--- src/rtl/fwd_scoreboard.sv ---
// Decode-stage forwarding/interlock controller: tracks destination tags through
// NSTAGE post-decode stages plus one iterative multi-cycle unit.
module fwd_scoreboard #(
  parameter int NREAD  = 2,
  parameter int NSTAGE = 3,
  parameter int REGW   = 5,
  parameter int MC_LAT = 4,
  localparam int RSW   = (NSTAGE > 1) ? $clog2(NSTAGE) : 1,
  localparam int SELW  = $clog2(NSTAGE + 2)
) (
  input  logic                   clk,
  input  logic                   rst_n,
  input  logic                   id_valid,
  input  logic [NREAD*REGW-1:0]  id_src,
  input  logic [NREAD-1:0]       id_src_used,
  input  logic [REGW-1:0]        id_dst,
  input  logic                   id_wr,
  input  logic [RSW-1:0]         id_rdy_stage,
  input  logic                   id_mc,
  input  logic                   flush,
  output logic                   stall,
  output logic [NREAD*SELW-1:0]  fwd_sel,
  output logic                   mc_busy,
  output logic                   mc_done,
  output logic [15:0]            stall_cnt
);

  localparam int CW = $clog2(MC_LAT);

  logic [NSTAGE-1:0] v_q, v_d, wr_q, wr_d;
  logic [REGW-1:0]   dst_q [NSTAGE];
  logic [REGW-1:0]   dst_d [NSTAGE];
  logic [RSW-1:0]    rs_q  [NSTAGE];
  logic [RSW-1:0]    rs_d  [NSTAGE];

  logic              mc_busy_q, mc_busy_d;
  logic [CW-1:0]     mc_cnt_q, mc_cnt_d;
  logic [REGW-1:0]   mc_dst_q, mc_dst_d;
  logic [15:0]       stall_cnt_q, stall_cnt_d;

  logic              stall_raw;
  logic              issue;

  // Per-port bypass selection: the youngest matching stage entry decides.
  always_comb begin
    logic [REGW-1:0] src;
    logic            hit;
    src       = '0;
    hit       = 1'b0;
    stall_raw = 1'b0;
    fwd_sel   = '0;
    mc_done   = mc_busy_q && (mc_cnt_q == '0);
    for (int unsigned i = 0; i < NREAD; i++) begin
      src = id_src[i*REGW +: REGW];
      hit = 1'b0;
      for (int unsigned k = 0; k < NSTAGE; k++) begin
        if (!hit && v_q[k] && wr_q[k] && (dst_q[k] != '0) && (dst_q[k] == src) &&
            id_src_used[i]) begin
          hit = 1'b1;
          if (32'(rs_q[k]) <= k) fwd_sel[i*SELW +: SELW] = SELW'(k + 1);
          else                   stall_raw = 1'b1;
        end
      end
      if (!hit && mc_busy_q && (mc_dst_q == src) && (src != '0) && id_src_used[i]) begin
        if (mc_done) fwd_sel[i*SELW +: SELW] = SELW'(NSTAGE + 1);
        else         stall_raw = 1'b1;
      end
    end
    if (mc_busy_q && !mc_done && (id_mc || (id_wr && (id_dst == mc_dst_q))))
      stall_raw = 1'b1;
    stall = id_valid && stall_raw;
    issue = id_valid && !stall_raw && !flush;
  end

  always_comb begin
    v_d[0]   = issue;
    wr_d[0]  = id_wr && !id_mc;
    dst_d[0] = id_dst;
    rs_d[0]  = id_rdy_stage;
    for (int unsigned k = 1; k < NSTAGE; k++) begin
      v_d[k]   = v_q[k-1];
      wr_d[k]  = wr_q[k-1];
      dst_d[k] = dst_q[k-1];
      rs_d[k]  = rs_q[k-1];
    end
    if (flush) v_d = '0;

    mc_busy_d = mc_busy_q;
    mc_cnt_d  = mc_cnt_q;
    mc_dst_d  = mc_dst_q;
    if (issue && id_mc) begin
      mc_busy_d = 1'b1;
      mc_cnt_d  = CW'(MC_LAT - 1);
      mc_dst_d  = id_dst;
    end else if (mc_busy_q) begin
      if (mc_cnt_q != '0) mc_cnt_d  = mc_cnt_q - 1'b1;
      else                mc_busy_d = 1'b0;
    end

    stall_cnt_d = (stall && (stall_cnt_q != '1)) ? stall_cnt_q + 16'd1 : stall_cnt_q;
  end

  always_ff @(posedge clk or negedge rst_n) begin
    if (!rst_n) begin
      v_q         <= '0;
      wr_q        <= '0;
      dst_q       <= '{default: '0};
      rs_q        <= '{default: '0};
      mc_busy_q   <= 1'b0;
      mc_cnt_q    <= '0;
      mc_dst_q    <= '0;
      stall_cnt_q <= '0;
    end else begin
      v_q         <= v_d;
      wr_q        <= wr_d;
      dst_q       <= dst_d;
      rs_q        <= rs_d;
      mc_busy_q   <= mc_busy_d;
      mc_cnt_q    <= mc_cnt_d;
      mc_dst_q    <= mc_dst_d;
      stall_cnt_q <= stall_cnt_d;
    end
  end

  assign mc_busy   = mc_busy_q;
  assign stall_cnt = stall_cnt_q;

endmodule

--- config.mk ---
export PLATFORM = sky130hd
export DESIGN_NAME = fwd_scoreboard
export DESIGN_NICKNAME = d
export VERILOG_FILES = /design/src/rtl/fwd_scoreboard.sv
export SDC_FILE = /design/constraint.sdc
export NUM_CORES = 1
export LEC_CHECK = 0
export CAP_MARGIN = 20
export CORE_UTILIZATION = 43
export DETAILED_ROUTE_END_ITERATION = 8
export HOLD_SLACK_MARGIN = 0.08
export PLACE_DENSITY_LB_ADDON = 0.25
export SLEW_MARGIN = 10
export SYNTH_ARGS = -nofsm -noshare
export SYNTH_HDL_FRONTEND = slang
export SYNTH_SLANG_ARGS = --single-unit
--- constraint.sdc ---
create_clock -name clk -period 4.39 [get_ports clk]
set_input_delay 1.0975 -clock clk [delete_from_list [all_inputs] [get_ports clk]]
set_output_delay 1.0975 -clock clk [all_outputs]
set_load 0.005 [all_outputs]
==> results of run 1 <==
path summary, 6_finish.rpt:
path	to	slack, ps	depth (start not counted)
hold reg to reg	rs_q[0]$_DFF_PN0_	360	0
hold / removal	rs_q[0]$_DFF_PN0_	360	0
max in group asynchronous	stall_cnt[5]$_DFFE_PN0P_	2880	2
setup / recovery	stall	130	9
setup reg to reg	mc_dst_q[4]$_DFFE_PN0P_	1440	10
min in group asynchronous	dst_d[5]$_DFF_PN0_	750	1
per-stage QoR:
stage / hold WS (ps) / utilization, % / total power (W) / cells / instance area [µm²]
2_1_floorplan: 331 / - / 0.000845 / 242 / 2740
3_3_place_gp: 336 / 57.6 / 0.000991 / 383 / 3470
3_5_place_dp: 346 / 57.6 / 0.000998 / 383 / 3470
4_1_cts: 366 / 59.8 / 0.00132 / 390 / 3600
5_1_grt: 386 / 60.4 / 0.00139 / 390 / 3640
6_report: 360 / 60.4 / 0.00132 / 390 / 3640
cell families after synthesis:
group                      after synthesis
and+or+nand+nor                         92
muxes                                    6
DFF                                     51
buffers and inverters                   16
xor gates and xnor gates                59
adders and majority gates                2
AOI/OAI and AO/OA                       16
state kept, by name (all words and copies together) (netlist names):
register and cells:
stall_cnt 16, mc_cnt_q 2, wr_q 3, v_q 3
mc_dst_q 5, mc_busy 1, rs_d 4, rs_q 2
dst_d 10, dst_q 5
synthesized netlist by cell type (3+ instances only):
master,n,area (µm²)
nor4_1,6,37.5
dfrtp_1,51,1280
nor2_1,6,22.5
xnor2_1,29,254
clkbuf_1,3,11.3
nand2_1,17,63.8
nor3_2,6,60.1
inv_1,3,11.3
nor2b_1,5,31.3
xor2_1,30,263
nand3_1,6,30.0
nand4_1,7,43.8
and2_1,4,25.0
or4_1,3,22.5
buf_6,3,33.8
and3_1,6,37.5
nor3_1,5,25.0
mux2_4,6,90.1
buf_2,7,35.0
final cells by class:
cell class / count / area, µm² / share of cell area, %
Tap cell: 75 / 93.8 / 2.58
Clock buffer: 5 / 68.8 / 1.89
Sequential cell: 51 / 1280 / 35.1
Timing Repair Buffer: 79 / 721 / 19.8
Inverter: 3 / 11.3 / 0.310
Multi-Input combinational cell: 175 / 1430 / 39.3
Clock inverter: 2 / 37.5 / 1.03
layout by cell type, fill, tap and decap left out, types with 2 or more instances in the layout:
cell type	n
nor3_1	3
o31ai_1	2
clkbuf_8	5
dlygate4sd2_1	7
and3_1	6
nor4_1	2
mux2_4	6
nand2b_1	2
nand3_1	6
ha_1	2
nand4_2	2
dfrtp_1	51
a31oi_1	2
a21oi_1	2
nor3b_1	2
or4_1	3
buf_4	29
nor2b_1	5
xor2_1	30
and2_1	4
or3_1	2
nor2_2	2
clkdlybuf4s50_1	35
nor4_2	4
o21ai_0	2
nor3b_2	2
xnor2_1	29
nor3_2	8
nor2_1	5
dlymetal6s2s_1	6
nand4_1	7
inv_1	3
nand2_1	17
nor4b_2	2
what timing repair did:
action                     CTS  global route
buffers inserted             0             0
setup endpoints to repair    7             5
cloned                       0             0
pin swaps                    6             6
gates resized for setup     13            10
critical path: cells and delay by family:
| kind | cells | cell delay (ps) |
|---|---|---|
| AOI/OAI and AO/OA | 1 | 240 |
| buffers and inverters | 2 | 630 |
| and+or+nand+nor | 5 | 1030 |
| xor gates and xnor gates | 1 | 150 |
layer usage:
metal / share of wire (%) / vias up
li1: - / 987
met1: 50 / 1003
met2: 45 / 38
met3: 3.7 / 7
met4: 1.7 / 0
met5: 0 / -
power groups by stage:
stage / registers [W] / logic (W) / clock network (W)
CTS: 0.000619 / 0.000375 / 0.000323
global route: 0.000633 / 0.000417 / 0.000344
floorplan: 0.000608 / 0.000237 / 0
global placement: 0.000625 / 0.000366 / 0
finish: 0.000620 / 0.000376 / 0.000320
detailed placement: 0.000628 / 0.000370 / 0
==> metrics, run 1 <==
Max Fanout on Critical Path=4; initial antenna violation count=0; vias in the first global route=1972; TritonRoute pass-1 iters=6; crit path DAT=3160 ps; met2 Use GR=29.6%; height of the die=81.9 µm; CP Launch Type=input pin; # hold bufs at CTS=0; sequential share of power=47.1%; Setup WS post-layout=132 ps; Layout fillers=512; met3 usage in global routing=under 10%; compound-cell area share of the yosys netlist=between 4 and 5%; Die X=around 82 µm; FMAX=235 MHz; status=finished clean; Die ar.=6700 µm²; Tmin final=approximately 4300 ps; xor-xnor portion of the synthesized cell area=18.8%; largest net degree at the start of global routing=31; Distinct cells, synth=46; CTS Buf Count=5; kind of critical path=input pin to output port; Power per Cell Area=362 nW/µm²; Min-Delay Path Class=register to register; CTS max path bufs=2; Sw Pwr=about 0.00040 W; port buffer count=between 40 and 50; GRT busiest layer=met2; Mapped Area=2740 µm²; mean post-synth cell area=~11 µm²; Max IR drop VDD=0.224 mV; Placement Rows=28; first-pass GRT wire length=9630 µm; final WL=5910 µm; Crit path top cell by count=dlygate4sd2_1; Via density=5.22; CTS tree=done; routed len/inst=about 15 µm; max-cap violations=0; CTS root buffer=clkbuf_8; Slew Viols, Final=0; synthesized netlist cell count=between 200 and 250; Leak=1.62 nW; post-synthesis mux area share=3.28%; CP Launch Point=id_src[5]; RR Startpoint=dst_d[5]$_DFF_PN0_; Worst Tran Pin Value=538 ps; CP required=3290 ps; P&R area growth vs syn=32.6%; Fin Clk Skew=6.77 ps; asr flop ratio synth=100%; Final setup viols=0; final setup TNS=0 ps; CTS clk-pin slew, worst paths=90 ps; worst path cell trace=dlygate4sd2_1 > xnor2_1 > nand4_1 > or4_1 > and4b_1 > nor2_2 > o221a_1 > nor2b_1 > dlygate4sd2_1; Post-Synth Adder-Cell Area=0.912%; Seq/Total Area, Yosys=46.5%; GR Layer Usage met1=28.4%; Final #Nets=342; Post-DRT Antenna Nets=0; main combinational cell family by area after synthesis=simple AND/OR/NAND/NOR gates; post-DP HPWL=4510 µm; Starting Density=45.5%; HP Start=rs_d[0]$_DFF_PN0_; DP Worst Slack=-359 ps; Sw Ratio=30.5%; 1st-iter DRT viols=between 80 and 90; core region area=6030 µm²; Top Ports=50; final hold violations=0; routability congestion estimate=0.865; Main synth FF type=dfrtp_1; # diodes=0; Clk Latency, worst-skew pair=310 ps; All-Layer GR Usage=19.6%; total grt overflow=0; crit-path max cell delay=500 ps; post-synthesis net count=269; CP Capture Type=output port; drc violations=0; critical path's slowest cell=or4_1; layout cells sized above 1=22.5%; Tcrit/Tclk final=97.0%; Synth Warn #=0; # clock sinks=just over 50; Synth Area in Simple Gates=22.7%; Vias=2035; clock group share of total power=24.3%; Internal Pwr Total=0.000914 W; Synth Register Bits=51; H-tree level count=2; unrepaired setup endpoints after global routing=no; Comb pwr share=around 29%; Slew headroom=roughly 64%; number of synthesized flops with an enable pin=0
No activity file was read; power rests on OpenSTA's default activity.
==> run 2, diff against run 1 <==
CORE_MARGIN = 1   (was not set)
MAX_ROUTING_LAYER = met4   (was not set)
==> run 2 against run 1 <==
  * Global-route usage about the same
  * First-iteration DRC count decreased by 30%
  * Wire length rose by 0.41%
  * Setup slack better by 47 ps
  * Clock power fell by 19%
==> metrics, run 2 (same netlist as run 1, synthesis figures left out) <==
status=finished clean; post-CTS setup buffers=0 (unchanged); # clock sinks=51 (unchanged); Vias=2011 (-1.2%); # diodes=0 (unchanged); Max IR drop VDD=0.217 mV (-3.2%); Slew headroom=65.2% (+1.1 points); Starting Density=45.5% (unchanged); total grt overflow=0 (unchanged); vias in the first global route=1957 (-0.76%); post-DP HPWL=4520 µm (+0.31%); All-Layer GR Usage=19.7% (+0.029 points); Fin Clk Skew=5.33 ps (-1.44 ps); WHS Path Cells=0 (unchanged); Leak=1.57 nW (-3.2%); largest net degree at the start of global routing=37 (+19%); kind of critical path=input pin to output port; Min-Delay Path Class=register to register; Worst path depth=8 (-1); critical path's slowest cell=clkdlybuf4s50_1; Tmin final=4210 ps (-47.2 ps); routability congestion estimate=0.943 (+9.0%); # hold bufs at CTS=0 (unchanged); worst path cell trace=dlygate4sd2_1 > buf_4 > xor2_1 > nor3_1 > o2111ai_1 > and4bb_2 > and2_1 > clkdlybuf4s50_1; max reg flops=16 (unchanged); Final #Nets=341 (-0.29%); routed len/inst=15.2 µm (+0.41%); first-pass GRT wire length=9460 µm (-1.7%); height of the die=81.9 µm (unchanged); R2R depth=10 (unchanged); CP Launch Type=input pin; worst path bufs/invs=3 (+1); max-cap violations=0 (unchanged); Die ar.=6700 µm² (unchanged); CP Capture Type=output port; Placement Rows=28 (unchanged); port buffer count=49 (unchanged); CTS clk-pin slew, worst paths=80 ps (about the same); Slew Viols, Final=0 (unchanged); CTS Buf Count=5 (unchanged); Via density=5.16 (-1.2%); Top Ports=50 (unchanged); RR Startpoint=dst_d[5]$_DFF_PN0_; leading cell type in the layout, fill and taps excluded=dfrtp_1; Tcrit/Tclk final=95.9% (-1.1 points); area of the multi-input gates=1420 µm² (-0.35%); H-tree level count=2 (unchanged); CP required=3290 ps (about the same); Die X=81.9 µm (unchanged); Max Fanout on Critical Path=3 (-1); final hold slack=362 ps (+1.77 ps); CP Launch Point=id_src[0]; TritonRoute pass-1 iters=5 (-1); crit-path max cell delay=490 ps (about the same); most frequent cells in the layout=dfrtp_1, clkdlybuf4s50_1, xor2_1, xnor2_1, buf_4; Post-DRT Antenna Nets=0 (unchanged); Top delay family on crit path=buffers and inverters; Layout fillers=506 (-1.2%); R2R Setup Slk=1350 ps (-90 ps); FF+latch area=1280 µm² (unchanged); layout cells sized above 1=21.6% (-0.95 points); Final setup viols=0 (unchanged); final WL=5940 µm (+0.41%); core region area=6030 µm² (unchanged); Clk Latency, worst-skew pair=300 ps (about the same); P&R area growth vs syn=30.4%; initial antenna violation count=0 (unchanged); DP Worst Slack=-382 ps (-22.4 ps); Worst Tran Pin Value=522 ps (-16.2 ps); FMAX=237 MHz (+1.1%); CTS root buffer=clkbuf_8; final hold violations=0 (unchanged); CTS tree=done; Setup WS post-layout=179 ps (+47.2 ps); unrepaired setup endpoints after global routing=no; drc violations=0 (unchanged); crit path DAT=3110 ps (-50 ps); HP Start=rs_d[0]$_DFF_PN0_; Power per Cell Area=350 nW/µm² (-3.4%); CTS max path bufs=2 (unchanged); 1st-iter DRT viols=58 (-30%)
==> run 2: changes by cell type in the layout (fill, tap and decap cells not counted), sizes merged <==
cell / delta
dlymetal6s2s: -4
clkbuf: +3
dlygate4sd2: +2
buf: -1
bufinv: -1
clkinv: +1
==> run 2: routing by layer <==
layer  vias up  GRT usage [%]  routed length (µm)
met5         -              -                   0
met2        51           29.1                2690
li1        986              -                   -
met4         0           8.42                 112
met1       964           26.7                2900
met3        10           3.00                 244
==> run 2: final cells by class <==
class                   instances  share of cell area (%)
inverters                       3                   0.315
repair buffers                 78                    19.2
multi-input cells             175                    39.8
well taps                      75                    2.62
flip-flops and latches         51                    35.7
clock inverters                 2                   0.350
clock buffers                   6                    2.03
==> run 2: through the flow <==
stage	cells	utilization (%)	area, µm²	total power, W	setup TNS (ps)
3_5_place_dp	382	57.4	3460	0.00100	-836
3_3_place_gp	382	57.4	3460	0.000989	-659
5_1_grt	390	59.4	3580	0.00132	0
2_1_floorplan	242	-	2740	0.000845	0
6_report	390	59.4	3580	0.00125	0
4_1_cts	390	59.0	3550	0.00126	-45.2
==> run 2: worst paths after layout <==
path                                           endpoint
worst max-delay path                         fwd_sel[2]
worst min-delay path                  rs_q[0]$_DFF_PN0_
worst max register to register  mc_dst_q[2]$_DFFE_PN0P_
worst min register to register        rs_q[0]$_DFF_PN0_
max in group asynchronous             rs_q[1]$_DFF_PN0_
min in group asynchronous            dst_d[1]$_DFF_PN0_
==> run 2: repair_timing <==
item / 4_1_cts / 5_1_grt
resized for setup: 14 / 10
pin swaps: 5 / 4
gates cloned: 0 / 0
endpoints found under the setup margin: 7 / 4
==> run 2: report_power, final <==
group | internal, W | leakage (nW) | switching (W) | total, W
logic | 0.000210 | 0.899 | 0.000162 | 0.000372
registers | 0.000535 | 0.628 | 0.0000845 | 0.000619
clock network | 0.000112 | 0.0412 | 0.000147 | 0.000259
total | 0.000856 | 1.57 | 0.000394 | 0.00125
==> run 3, diff against run 2 <==
CTS_CLUSTER_SIZE = 40   (was not set)
==> results of run 3 <==
Same layout as run 2: the final DEF is identical, and so are final timing and power.
